## src/rtl/icache_refill_pkg.sv

```systemverilog
// Shared mem-ctrl definitions for the instruction-side refill engine.
package icache_refill_pkg;

  localparam int LINE_BYTES     = 64;
  localparam int ROW_WIDTH      = 8 * LINE_BYTES;
  localparam int OFFSET_BITS    = $clog2(LINE_BYTES);
  localparam int RAM_RD_LATENCY = 1;

  typedef enum logic [1:0] {
    IDLE = 2'd0,
    REQ  = 2'd1,
    READ = 2'd2,
    DONE = 2'd3
  } state_e;

endpackage : icache_refill_pkg

```

## src/rtl/icache_refill.sv

```systemverilog
// I-cache miss engine: fetches one aligned line byte-by-byte from the shared
// RAM port and returns it to ifetch as a single row with a one-cycle pulse.
module icache_refill #(
  parameter int LINE_BYTES = icache_refill_pkg::LINE_BYTES,
  parameter int ADDR_WIDTH = 32
) (
  input  logic                    clk,
  input  logic                    rst_n,
  input  logic                    rdy,
  input  logic [ADDR_WIDTH-1:0]   missing_PC,
  input  logic                    missing_config,
  output logic [8*LINE_BYTES-1:0] return_row,
  output logic                    return_config,
  output logic                    bus_req,
  input  logic                    bus_grant,
  output logic [ADDR_WIDTH-1:0]   mem_a,
  output logic                    mem_wr,
  input  logic [7:0]              mem_din
);
  import icache_refill_pkg::*;

  localparam int OFF_BITS = $clog2(LINE_BYTES);
  localparam int CNT_BITS = OFF_BITS + 1;
  localparam logic [CNT_BITS-1:0]   LINE_CNT = CNT_BITS'(LINE_BYTES);
  localparam logic [CNT_BITS-1:0]   CNT_ONE  = CNT_BITS'(1);
  localparam logic [ADDR_WIDTH-1:0] OFF_MASK = ADDR_WIDTH'(LINE_BYTES - 1);

  state_e                  state_q, state_d;
  logic [ADDR_WIDTH-1:0]   base_q, base_d;
  logic [CNT_BITS-1:0]     issue_cnt_q, issue_cnt_d;
  logic [CNT_BITS-1:0]     recv_cnt_q, recv_cnt_d;
  logic                    inflight_q, inflight_d;
  logic [8*LINE_BYTES-1:0] row_q, row_d;

  // Next-state, counter, byte-lane and output decode.
  always_comb begin
    // NOTE: every signal assigned here gets a default first, so no path can
    // leave one unassigned and infer a latch.
    state_d       = state_q;
    base_d        = base_q;
    issue_cnt_d   = issue_cnt_q;
    recv_cnt_d    = recv_cnt_q;
    inflight_d    = 1'b0;
    row_d         = row_q;
    mem_a         = '0;
    bus_req       = 1'b0;
    return_config = 1'b0;

    unique case (state_q)
      IDLE: begin
        if (rdy && missing_config) begin
          base_d      = missing_PC & ~OFF_MASK;
          issue_cnt_d = '0;
          recv_cnt_d  = '0;
          state_d     = REQ;
        end
      end
      REQ: begin
        bus_req = 1'b1;
        if (bus_grant) state_d = READ;
      end
      READ: begin
        bus_req = 1'b1;
        // Offset only fills the cleared low bits, so the OR never carries
        // out of the line, even for the top line of the address space.
        if (rdy && bus_grant && (issue_cnt_q < LINE_CNT)) begin
          mem_a       = base_q | ADDR_WIDTH'(issue_cnt_q[OFF_BITS-1:0]);
          issue_cnt_d = issue_cnt_q + CNT_ONE;
          inflight_d  = 1'b1;
        end
        // Data for last cycle's address arrives now; RAM is not gated by rdy.
        if (inflight_q) begin
          row_d[{recv_cnt_q[OFF_BITS-1:0], 3'b000} +: 8] = mem_din;
          recv_cnt_d = recv_cnt_q + CNT_ONE;
          if (recv_cnt_q == LINE_CNT - CNT_ONE) state_d = DONE;
        end
      end
      DONE: begin
        return_config = 1'b1;
        state_d       = IDLE;
      end
      default: state_d = IDLE;
    endcase
  end

  // State, counters and assembled row; reset drops any partial line.
  always_ff @(posedge clk or negedge rst_n) begin
    if (!rst_n) begin
      state_q     <= IDLE;
      base_q      <= '0;
      issue_cnt_q <= '0;
      recv_cnt_q  <= '0;
      inflight_q  <= 1'b0;
      // NOTE: the row is a plain register bank, not a RAM, so it can be
      // reset; ifetch expects it to read zero out of reset.
      row_q       <= '0;
    end else begin
      // NOTE: non-blocking updates so every register sees pre-edge values.
      state_q     <= state_d;
      base_q      <= base_d;
      issue_cnt_q <= issue_cnt_d;
      recv_cnt_q  <= recv_cnt_d;
      inflight_q  <= inflight_d;
      row_q       <= row_d;
    end
  end

  assign return_row = row_q;
  assign mem_wr     = 1'b0;

endmodule : icache_refill

```

## config.mk

```make
export PLATFORM = sky130hd
export DESIGN_NAME = icache_refill
export DESIGN_NICKNAME = d
export VERILOG_FILES = /design/src/rtl/icache_refill_pkg.sv /design/src/rtl/icache_refill.sv
export SDC_FILE = /design/constraint.sdc
export NUM_CORES = 1
export LEC_CHECK = 0
export BUFFER_PORTS_ARGS = -buffer_cell sky130_fd_sc_hd__buf_2
export CORE_UTILIZATION = 30
export DETAILED_ROUTE_END_ITERATION = 8
export PLACE_DENSITY = 0.61
export SLEW_MARGIN = 0
export SYNTH_ARGS = -nofsm -noshare
export SYNTH_HDL_FRONTEND = slang
export SYNTH_SLANG_ARGS = --single-unit
```

## constraint.sdc

```tcl
create_clock -name clk -period 7.25 [get_ports clk]
set_input_delay 0.725 -clock clk [delete_from_list [all_inputs] [get_ports clk]]
set_output_delay 0.725 -clock clk [all_outputs]
set_load 0.02 [all_outputs]
```

======== Word-level counts from Yosys, hierarchy flattened ========
Cells that the tools add are included.
Widths: inputs -> output; s select.
word-level totals
  flip-flop bits (word level) ............. 555
  input bits .............................. 45
  word-level logic and storage cells ...... 50
operators by class
  add/subtract/negate cells ............... 3
  $lt $le $gt $ge ......................... 1
  equality and inequality tests ........... 9
  shifts and indexed selects .............. 2
  mux-type cells .......................... 17
  bitwise logic cells ..................... 1
  reductions and logical operators ........ 11
operators with widths
  operator                  number
  $bwmux 512                1
  $shift 8x11->512 const A  1
  $shiftx 8x11->512         1
  $mux 32                   2
  $or 32x6->32              1
  $pmux 7 s2                2
  $mux 7                    3
  $add 7x1->7 const B       2
  $neg 9->11                1
  $ne 2x2->1 const B        5
  $mux 2                    4
  $pmux 2 s4                1
  $eq 7x6->1 const B        1
  $lt 7x7->1 const B        1
  $reduce_and 3->1          2
  $eq 2x2->1 const B        2
  $mux 1                    4
  $reduce_and 2->1          2
  $reduce_and 4->1          1
  $logic_and 1x1->1         3
  $eq 2x1->1 const B        1
  $logic_not 2->1           1
  $reduce_bool 2->1         1
  $reduce_or 2->1           1

======== Longest topological paths before layout ========
Gate-level depths: netlist of run 1.
  word-level depth ........................ 4
  mapped depth ............................ 12
  gate-level depth less buffers ........... 7

======== Worst setup path before layout of run 1 ========
No wires, ideal clock.
  path kind ............................... reg-to-reg
  start point ............................. reg recv_cnt_q[0]
  end point ............................... reg row_q[392] (netlist: return_row[392])
  arrival ................................. 2658 ps
  data required time ...................... 7125 ps
  path slack .............................. 4467 ps
  cell stages (with the launch flop) ...... 11
  cells stage by stage .................... dfrtp_1 > buf_2 > inv_1 > ha_1 > buf_2 > nor3b_1 > xnor2_1 > o211ai_1 > buf_2 > nor2_2 > mux2_2
between the ends
  cells in the longest elaborated chain, start to end .. 3
ends and longest elaborated chain
  item                                                   line                  RTL
  from (decl)                                            icache_refill.sv:31   logic [CNT_BITS-1:0] recv_cnt_q, recv_cnt_d;
  from (signal assigned)                                 icache_refill.sv:102  recv_cnt_q <= recv_cnt_d;
  $neg 9->11 *                                           icache_refill.sv:73   row_d[{recv_cnt_q[OFF_BITS-1:0], 3'b000} +: 8] = mem_din;
  $shiftx 8x11->512 or $shift 8x11->512 (tied branches)  icache_refill.sv:73
  $bwmux 512 *                                           icache_refill.sv:73
  to (signal assigned)                                   icache_refill.sv:104  row_q <= row_d;
  to (decl)                                              icache_refill.sv:33   logic [8*LINE_BYTES-1:0] row_q, row_d;
Mark *: on every way between the ends. The rest lies on a longest branch, timed or not.
A chain may end at the register's enable or synchronous reset.

======== Worst setup path after layout of run 1 ========
  start point ............................. reg recv_cnt_q[0]
  end point ............................... reg row_q[60] (netlist: return_row[60])
Same word-level chain as after synthesis.

==> flow_summary.ini, run 1 <==
[run_status]
status = finished clean

[timing]
maxSlewHeadroom = 0.183
finalCritPeriodShare = 0.561
hold_viol_final = 0
finalClockSkew_ns = 0.0118
finalSetupTns_ns = 0
layout_min_cycle_time_ns = 4.06
whs_ns = 0.166
slew_viol_final = 0
finalSetupViolCount = 0
fmax_mhz = 246
grt_setup_unrepaired = false
worst_slew_pin_slew_ns = 1.22

[route]
drt-initial-drc-count = 708
drc = 0
vias_per_cell = 4.84
drt_first_pass_iters = 5
vias = 15900
wl_per_cell_um = 23.2
wl_um = 76200
ant_nets = 0

[floorplanning]
die_h_um = 279
start_util = 0.304
dieArea_mm2 = 0.0779
core_mm2 = 0.0759
die_w_um = 279
rows = 101
ios = 592

[clock_tree]
cts_buffer_depth = 3
post_cts.repair.setup_buffers = 0
clk_latency_ns = 0.61
htreeDepth = 2
ctsResizeCount = 0
cts_buffers = 60
ctsHoldBuffers = 0
cts_tree = yes
clk_pin_slew_ns = 0.06
root_buffer = clkbuf_16
clock_sinks = 555

[final_layout]
final_cells = 3282
drive_gt1_frac = 0.558
fillers = 7301
regArea_mm2 = 0.0139
nets = 2262
post-route-cell-area_mm2 = 0.0290
multiInputGateArea_mm2 = 0.00866
synthToLayoutAreaGrowth_pct = 25.7

[setup_path]
r2r_slack_ns = 3.19
arrival_ns = 4.56
critPathCaptureType = flop
critPathKind = flop to flop
crit_required_ns = 7.74
crit_fanout = 17
worstSetupStartpointType = flop
r2r.worst_path.cells = 7

[synth]
ys_seq_elements = 555
synth_area_leaders = dfrtp_1 60%, mux2_2 23%, and2_1 1.8%
synth_edf_count = 0
syn-num-nets = 1696
synth_area_mm2 = 0.0231
synth_ff_type = dfrtp_1
syn-mean-instance-area_um2 = 14.0
synth_top_area_frac = 0.603
synth.distinct_cells = 63
synthArstFlopShare = 1.00
ys_warn_count = 0
yosysSeqAreaShare = 0.603
postSynthCellCount = 1641
synth_area_leader_cell = dfrtp_1

[global_route]
grt_pass1_wl_um = 112000
grtUsageTotal = 0.192
antenna_found_initial = 2
grt_overflow = 0
grt_max_degree = 176
grt_pass1_vias = 16700

[power_and_ir_drop]
max-vdd-ir-drop_mv = 0.223
p_leak_nw = 14.7
fin_total_pwr_mw = 7.54
cellPowerDensity_mw_per_mm2 = 260

[placed_design]
portBuffers = 584
gp_congestion = 0.812
dpl_cell_area_mm2 = 0.0270
dpl.hpwl_um = 53500
dp.cells = 3175

[min_path]
hp-class = primary input to asynchronous set/reset pin

[run]
cap_violations = 0
[cell usage in the layout, fill, tap and decap left out, drive strengths merged, types with 3 or more instances in the layout]
| cell | synthesis | routed |
|---|---|---|
| xor2 | 6 | 6 |
| a21oi | 6 | 6 |
| or3 | 8 | 8 |
| o31ai | 51 | 51 |
| a21boi | 4 | 4 |
| nor2b | 6 | 6 |
| clkbuf | 67 | 88 |
| buf | 35 | 606 |
| clkinvlp | 0 | 4 |
| nand2b | 4 | 4 |
| and2 | 66 | 66 |
| nand3 | 25 | 25 |
| dfrtp | 555 | 555 |
| nor3b | 4 | 4 |
| nand2 | 58 | 58 |
| o21ai | 67 | 67 |
| and3 | 16 | 16 |
| xnor2 | 7 | 7 |
| ha | 10 | 10 |
| mux2 | 489 | 489 |
| inv | 9 | 10 |
| nor2 | 80 | 80 |
| nor3 | 24 | 24 |
| nand4 | 5 | 5 |
| or2 | 15 | 15 |
| clkinv | 0 | 11 |
| a22o | 3 | 3 |
[layout make-up]
type	count	area share
clock buffer	88	0.0624
multi-input combinational	975	0.299
inverter	9	0.00117
timing repair buffer	606	0.108
clock inverter	18	0.00553
sequential	555	0.479
antenna	1	0.0000864
tap	1030	0.0445
[cell families after synthesis]
group                    Yosys count  share of synthesized area
AND/OR/NAND/NOR                  314                     0.0803
AO/OA/AOI/OAI                    146                     0.0420
adder cells (fa/ha/maj)           10                    0.00543
multiplexers                     491                      0.241
flip-flops                       555                      0.603
XOR/XNOR                          13                    0.00575
other                              1                   0.000163
buffers and inverters            111                     0.0225
[path summary, 6_finish.rpt]
| path | from | to |
|---|---|---|
| max | recv_cnt_q[0]$_DFFE_PN0P_ | return_row[60]$_DFFE_PN0P_ |
| min in group clk | missing_PC[21] | base_q[21]$_DFFE_PN0P_ |
| max reg2reg | recv_cnt_q[0]$_DFFE_PN0P_ | return_row[60]$_DFFE_PN0P_ |
| max in group asynchronous | rst_n | return_row[188]$_DFFE_PN0P_ |
| min reg2reg | return_row[214]$_DFFE_PN0P_ | return_row[214]$_DFFE_PN0P_ |
| min | rst_n | return_row[485]$_DFFE_PN0P_ |
[synth_stat cells (3+ instances only)]
library cell	number
buf_6	6
ha_1	10
a21boi_0	4
inv_1	9
clkbuf_2	5
nor3_1	8
nor3_4	11
and3_1	16
a22o_1	3
dfrtp_1	555
or2_2	12
o21ai_0	64
nor3_2	5
clkbuf_1	62
o31ai_1	50
nand3_1	17
nand3_2	7
xnor2_1	7
mux2_4	10
nand2_1	57
nor2_1	60
or3_1	8
buf_4	6
nand4_1	4
nor2_2	18
nand2b_1	4
mux2_2	474
nor3b_1	3
xor2_1	5
nor2b_1	6
and2_1	65
a21oi_1	4
buf_2	22
mux2_1	5
[report_power, final]
group	switching, mW	leakage (nW)	internal, mW
clock	1.25	0.970	1.78
sequential	0.0949	7.21	3.25
combinational	0.824	6.56	0.339
total	2.17	14.7	5.37
[state kept, by name, indices dropped and copies added, names as in the netlist]
name	count
base_q	26
recv_cnt_q	7
return_row	512
state_q	2
issue_cnt_q	7
inflight_q	1
[routing by layer]
| layer | share of wire | up-vias | GRT usage |
|---|---|---|---|
| li1 | - | 6943 | - |
| met1 | 0.40 | 8219 | 0.238 |
| met2 | 0.50 | 608 | 0.330 |
| met3 | 0.068 | 122 | 0.0454 |
| met4 | 0.025 | 0 | 0.0561 |
| met5 | 0 | - | 0 |
[critical path, cell delays in order, from the launching register on]
cell,delay [ns]
dfrtp_1,0.58
inv_1,0.19
ha_1,0.57
nor3b_1,0.59
xnor2_1,0.27
nand4_2,0.57
nor2_2,0.76
mux2_2,0.41
[per-stage QoR]
| stage | util | worst slack (ns) |
|---|---|---|
| 2_1_floorplan | - | 4.47 |
| 3_3_place_gp | 0.356 | 3.26 |
| 3_5_place_dp | 0.356 | 3.23 |
| 4_1_cts | 0.381 | 3.18 |
| 5_1_grt | 0.381 | 2.95 |
| 6_report | 0.381 | 3.19 |
No activity file was read; power rests on OpenSTA's default activity.
==> inputs of run 2 (changes only) <==
ABC_AREA = 1   (was unset)
PLACE_DENSITY = 0.63   (was 0.61)
clock period = 3.7 ns   (was 7.25 ns; I/O delays follow)
==> run 2 against run 1 <==
- power is 130% higher
- first-iteration DRC count increased by 120%
- sequential power rose by 110%
- global-route usage rose by 2.6 points
- hold slack worse by 0.012 ns
- largest power group unchanged
- area after synthesis grew 0.16%
- clock power is 100% higher
- critical path depth grew 1
- synthesized cell count increased by 64%
==> flow_summary.ini, run 2 <==
[run_status]
status = finished clean

[timing]
finalClockSkew_ns = 0.0241
finalSetupTns_ns = 0
grt_setup_unrepaired = false
worst_slew_pin_slew_ns = 1.17
fmax_mhz = 310
maxSlewHeadroom = 0.217
finalSetupViolCount = 0
slew_viol_final = 0
finalCritPeriodShare = 0.872
layout_min_cycle_time_ns = 3.23
hold_viol_final = 0

[synth]
syn-mean-instance-area_um2 = 8.60
synth_area_leader_cell = dfrtp_1
synth_area_leaders = dfrtp_1 60%, nand2_1 19%, o21ai_0 3.1%
synthTopCellsByCount = 1168 x nand2_1, 555 x dfrtp_1, 168 x nor2_1, 145 x o21ai_0, 143 x inv_1
ys_warn_count = 0
synth_most_common_cell = nand2_1
syn-num-nets = 2740
synth_ff_type = dfrtp_1
postSynthCellCount = 2685
synth_edf_count = 0
yosysSeqAreaShare = 0.602
synth_area_mm2 = 0.0231
synthArstFlopShare = 1.00
synth.distinct_cells = 31
ys_seq_elements = 555
synth_top_area_frac = 0.602

[setup_path]
arrival_ns = 3.74
critPathBufInv = 2
critPathCaptureType = flop
cp_slowest_stage_delay_ns = 0.71
critPathKind = flop to flop
critical_path.top_delay_family = simple AND/OR/NAND/NOR gates
crit_fanout = 16
cp_cell_sequence = inv_1 > ha_1 > inv_1 > nand4_2 > nor2_2 > nand3_1 > nand2_1 > nand2_1
slowest_stage = nor2_2
r2r_slack_ns = 0.47
crit_required_ns = 4.21
worstSetupStartpointType = flop

[clock_tree]
clk_pin_slew_ns = 0.06
cts_tree = yes
clock_sinks = 555
clk_latency_ns = 0.63
post_cts.repair.setup_buffers = 0
cts_buffers = 60
htreeDepth = 2
root_buffer = clkbuf_16
cts_buffer_depth = 3

[placed_design]
dp.cells = 4231
portBuffers = 584
gp_congestion = 0.850
dpl.hpwl_um = 61500

[final_layout]
fillers = 7751
final_cell_mix = 1168 x nand2_1, 583 x buf_2, 555 x dfrtp_1, 168 x nor2_1, 145 x o21ai_0
nets = 3345
drive_gt1_frac = 0.237
layout_commonest_cell = nand2_1
final_cells = 4366
largest_reg_flops = 512
num_antenna_cells = 0
synthToLayoutAreaGrowth_pct = 27.8

[power_and_ir_drop]
cellPowerDensity_mw_per_mm2 = 598
combPwrFrac = 0.266
p_leak_nw = 13.9
p_clk_frac = 0.345
switching_share = 0.369
max-vdd-ir-drop_mv = 0.720
power.switching_mw = 6.51
intPower_mw = 11.1
p_seq_frac = 0.388

[route]
wl_per_cell_um = 19.9
vias_per_cell = 4.70
ant_nets = 0
drt-initial-drc-count = 1542
drc = 0
wl_um = 86800
drt_first_pass_iters = 5
vias = 20500

[min_path]
hp-class = primary input to flop

[global_route]
grtUsageTotal = 0.218
grt_pass1_vias = 19700
antenna_found_initial = 1
grt_pass1_wl_um = 129000
grt_overflow = 0
grt_max_degree = 102

[floorplanning]
core_mm2 = 0.0761
rows = 101
start_util = 0.303
dieArea_mm2 = 0.0781
ios = 592
die_h_um = 279
die_w_um = 279

[run]
cap_violations = 0
==> run 2: cell families (layout without fill, tap and decap cells) <==
family	count (synthesis)	after routing	synth area share
multiplexers	8	8	0.00347
other	1	1	0.000162
XOR/XNOR	1	1	0.000379
AO/OA/AOI/OAI	208	208	0.0451
AND/OR/NAND/NOR	1628	1628	0.294
flip-flops	555	555	0.602
adder cells (fa/ha/maj)	10	10	0.00542
buffers and inverters	274	925	0.0503
==> run 2: metal layers <==
metal,share of wire,routed length [um],global-route usage
met3,0.082,7100,0.0575
met2,0.46,40200,0.352
met5,0,0,0
met1,0.43,37100,0.286
met4,0.028,2470,0.0649
==> run 2: worst paths after layout <==
path	start	endpoint	cells past startpoint
hold reg to reg	return_row[386]$_DFFE_PN0P_	return_row[386]$_DFFE_PN0P_	2
setup / recovery	recv_cnt_q[1]$_DFFE_PN0P_	return_row[293]$_DFFE_PN0P_	8
min in group asynchronous	rst_n	return_row[170]$_DFFE_PN0P_	2
max in group asynchronous	rst_n	return_row[161]$_DFFE_PN0P_	3
hold / removal	missing_config	issue_cnt_q[3]$_DFFE_PN0P_	4
setup reg to reg	recv_cnt_q[1]$_DFFE_PN0P_	return_row[293]$_DFFE_PN0P_	8
==> run 2: area by class of cell <==
| type | count | area (um^2) | area share |
|---|---|---|---|
| clock buffers | 87 | 1770 | 0.0601 |
| clock inverters | 21 | 210 | 0.00712 |
| inverters | 153 | 581 | 0.0197 |
| multi-input cells | 1856 | 8050 | 0.273 |
| flip-flops and latches | 555 | 13900 | 0.471 |
| well taps | 1030 | 1290 | 0.0437 |
| repair buffers | 664 | 3710 | 0.126 |
==> run 2: per-stage QoR <==
step	cell area [um^2]	setup WS [ns]	util	hold WS, ns	power [mW]
final	29500	0.474	0.388	0.154	17.6
after global routing	29500	0.217	0.388	0.164	18.4
after CTS	29500	0.457	0.388	0.0981	17.8
after detailed placement	27200	0.476	0.358	0.453	11.6
after global placement	27200	0.542	0.358	0.448	11.6
after floorplan	23100	1.54	-	0.0744	9.75
==> run 2: repair_timing <==
action	CTS	global route
resized for setup	0	0
hold endpoints to repair	104	0
hold buffers	27	0
==> run 2: power by group through the flow <==
stage	sequential [mW]	clock, mW	combinational [mW]
after floorplan	7.32	0	2.43
after global placement	6.94	0	4.66
after detailed placement	6.95	0	4.69
after CTS	6.85	6.23	4.73
after global routing	6.90	6.43	5.10
final	6.85	6.08	4.70
==> run 2: tightest hold or removal path, stage by stage <==
cell and delay [ns]:
buf_2 0.10, nand2_1 0.06, nor2_1 0.14, nor3b_1 0.07
==> inputs of run 3 (changes only) <==
CELL_PAD_IN_SITES_DETAIL_PLACEMENT = 1   (was unset)
CELL_PAD_IN_SITES_GLOBAL_PLACEMENT = 2   (was unset)
CORE_UTILIZATION = 28   (was 30)
PLACE_DENSITY = 0.87   (was 0.63)
==> run 3 against run 2 <==
- clock skew increased by 0.013 ns
- sequential share of layout area decreased by 0.58 points
- die area increased by 7.1%
- non-clock buffer count increased by 7
- critical path type unchanged
- critical endpoint is now return_row[443]$_DFFE_PN0P_
- largest cell class unchanged
==> flow_summary.ini, run 3 (synthesis results as in run 2) <==
[placed_design]
gp_congestion = 0.844
dpl.hpwl_um = 67000
portBuffers = 584
dp_slack_ns = 0.321

[floorplanning]
die_w_um = 289
rows = 104
die_h_um = 289
ios = 592
core_mm2 = 0.0811
dieArea_mm2 = 0.0836
start_util = 0.285

[final_layout]
layout_commonest_cell = nand2_1
final_cell_mix = 1168 x nand2_1, 583 x buf_2, 555 x dfrtp_1, 168 x nor2_1, 145 x o21ai_0
fillers = 9717
drive_gt1_frac = 0.241
largest_reg_flops = 512
synthToLayoutAreaGrowth_pct = 29.4
nets = 3360

[route]
drc = 0
ant_nets = 0
drt-initial-drc-count = 1099
wl_per_cell_um = 21.5
vias_per_cell = 4.73
wl_um = 95100
drt_first_pass_iters = 5
vias = 20900

[clock_tree]
root_buffer = clkbuf_16
post_cts.repair.setup_buffers = 0
clock_sinks = 555
cts_tree = yes
cts_buffers = 68
htreeDepth = 3
ctsHoldBuffers = 25
ctsResizeCount = 0
clk_pin_slew_ns = 0.05
cts_buffer_depth = 3
clk_latency_ns = 0.62

[global_route]
use_met3 = 0.0549
grt_pass1_wl_um = 141000
grt_pass1_vias = 21600
use_met2 = 0.371
grtUsageTotal = 0.225
grt_overflow = 0
top_usage_layer = met2
grt_max_degree = 92
use_met1 = 0.288
antenna_found_initial = 0

[timing]
grt_setup_unrepaired = false
finalSetupViolCount = 0
finalSetupTns_ns = 0
worst_slew_pin_slew_ns = 0.880
layout_min_cycle_time_ns = 3.33
maxSlewHeadroom = 0.411
slew_viol_final = 0
worst_slack_ns = 0.366
fmax_mhz = 300
finalClockSkew_ns = 0.0375
hold_viol_final = 0
finalCritPeriodShare = 0.901

[run]
cap_violations = 0

[setup_path]
crit_required_ns = 4.18
critPathCaptureType = flop
arrival_ns = 3.82
worstSetupStartpointType = flop
slowest_stage = nor2_4
cp_cell_sequence = inv_1 > ha_1 > buf_4 > nand2_1 > inv_1 > nand2_1 > inv_1 > nand2_2 > nor2_4 > nand2_1 > o21ai_0
cp_slowest_stage_delay_ns = 0.66
crit_fanout = 16
critPathKind = flop to flop

[run_status]
status = finished clean

[min_path]
hp-class = primary input to flop

[power_and_ir_drop]
cellPowerDensity_mw_per_mm2 = 619
max-vdd-ir-drop_mv = 0.367
p_leak_nw = 14.0
-- run 3: cell types whose count changed in the layout (fill, tap and decap cells not counted), moves of 2 or more --
| cell | before | now |
|---|---|---|
| clkinv_2 | 9 | 7 |
| clkbuf_1 | 11 | 13 |
| dlygate4sd3_1 | 27 | 25 |
| clkinv_8 | 0 | 2 |
| clkbuf_16 | 61 | 68 |
| buf_4 | 44 | 54 |
| inv_16 | 0 | 2 |
-- run 3: worst paths after layout --
path                                             start                     endpoint  slack (ns)  cells after the start
setup / recovery                state_q[0]$_DFFE_PN0P_  return_row[443]$_DFFE_PN0P_        0.37                     11
hold / removal                          missing_PC[25]       base_q[25]$_DFFE_PN0P_        0.05                      3
setup reg to reg                state_q[0]$_DFFE_PN0P_  return_row[443]$_DFFE_PN0P_        0.37                     11
hold reg to reg            return_row[249]$_DFFE_PN0P_  return_row[249]$_DFFE_PN0P_        0.46                      2
max in group asynchronous                        rst_n  return_row[320]$_DFFE_PN0P_        2.15                      4
min in group asynchronous                        rst_n  return_row[165]$_DFFE_PN0P_        0.41                      2
-- run 3: worst max-delay path, delay by kind of cell, from the launching register on --
family,cells,cell delay [ns]
AOI/OAI and AO/OA,1,0.36
and+or+nand+nor,5,1.76
adders and majority gates,1,0.15
buffers and inverters,4,0.50
DFF,1,0.41
-- run 3: metal layers --
metal,vias up,routed length [um]
met1,10400,40400
met4,0,2830
li1,9753,-
met3,142,6470
met5,-,0
met2,620,45400
-- run 3: power breakdown --
part | switching, mW | leakage, nW | internal [mW]
Sequential | 0.280 | 5.11 | 6.58
Combinational | 3.76 | 7.83 | 1.05
Clock | 2.79 | 1.10 | 4.03
-- run 3: metrics by stage --
step           utilization  hold slack (ns)  cell area (um^2)  std cells  power (mW)
2_1_floorplan            -           0.0744             23100       2685        9.75
3_3_place_gp         0.337            0.448             27300       4270        11.7
3_5_place_dp         0.337            0.453             27300       4270        11.8
4_1_cts              0.368         0.000397             29900       4414        18.7
5_1_grt              0.368           0.0400             29900       4414        19.4
6_report             0.369           0.0453             29900       4415        18.5
-- run 3: final cells by class --
type	count	area, um^2	area share
Multi-Input combinational cell	1856	8050	0.269
Tap cell	1060	1330	0.0444
Antenna cell	1	2.50	0.0000838
Clock buffer	97	1970	0.0660
Clock inverter	22	308	0.0103
Inverter	153	581	0.0194
Sequential cell	555	13900	0.465
Timing Repair Buffer	671	3750	0.125
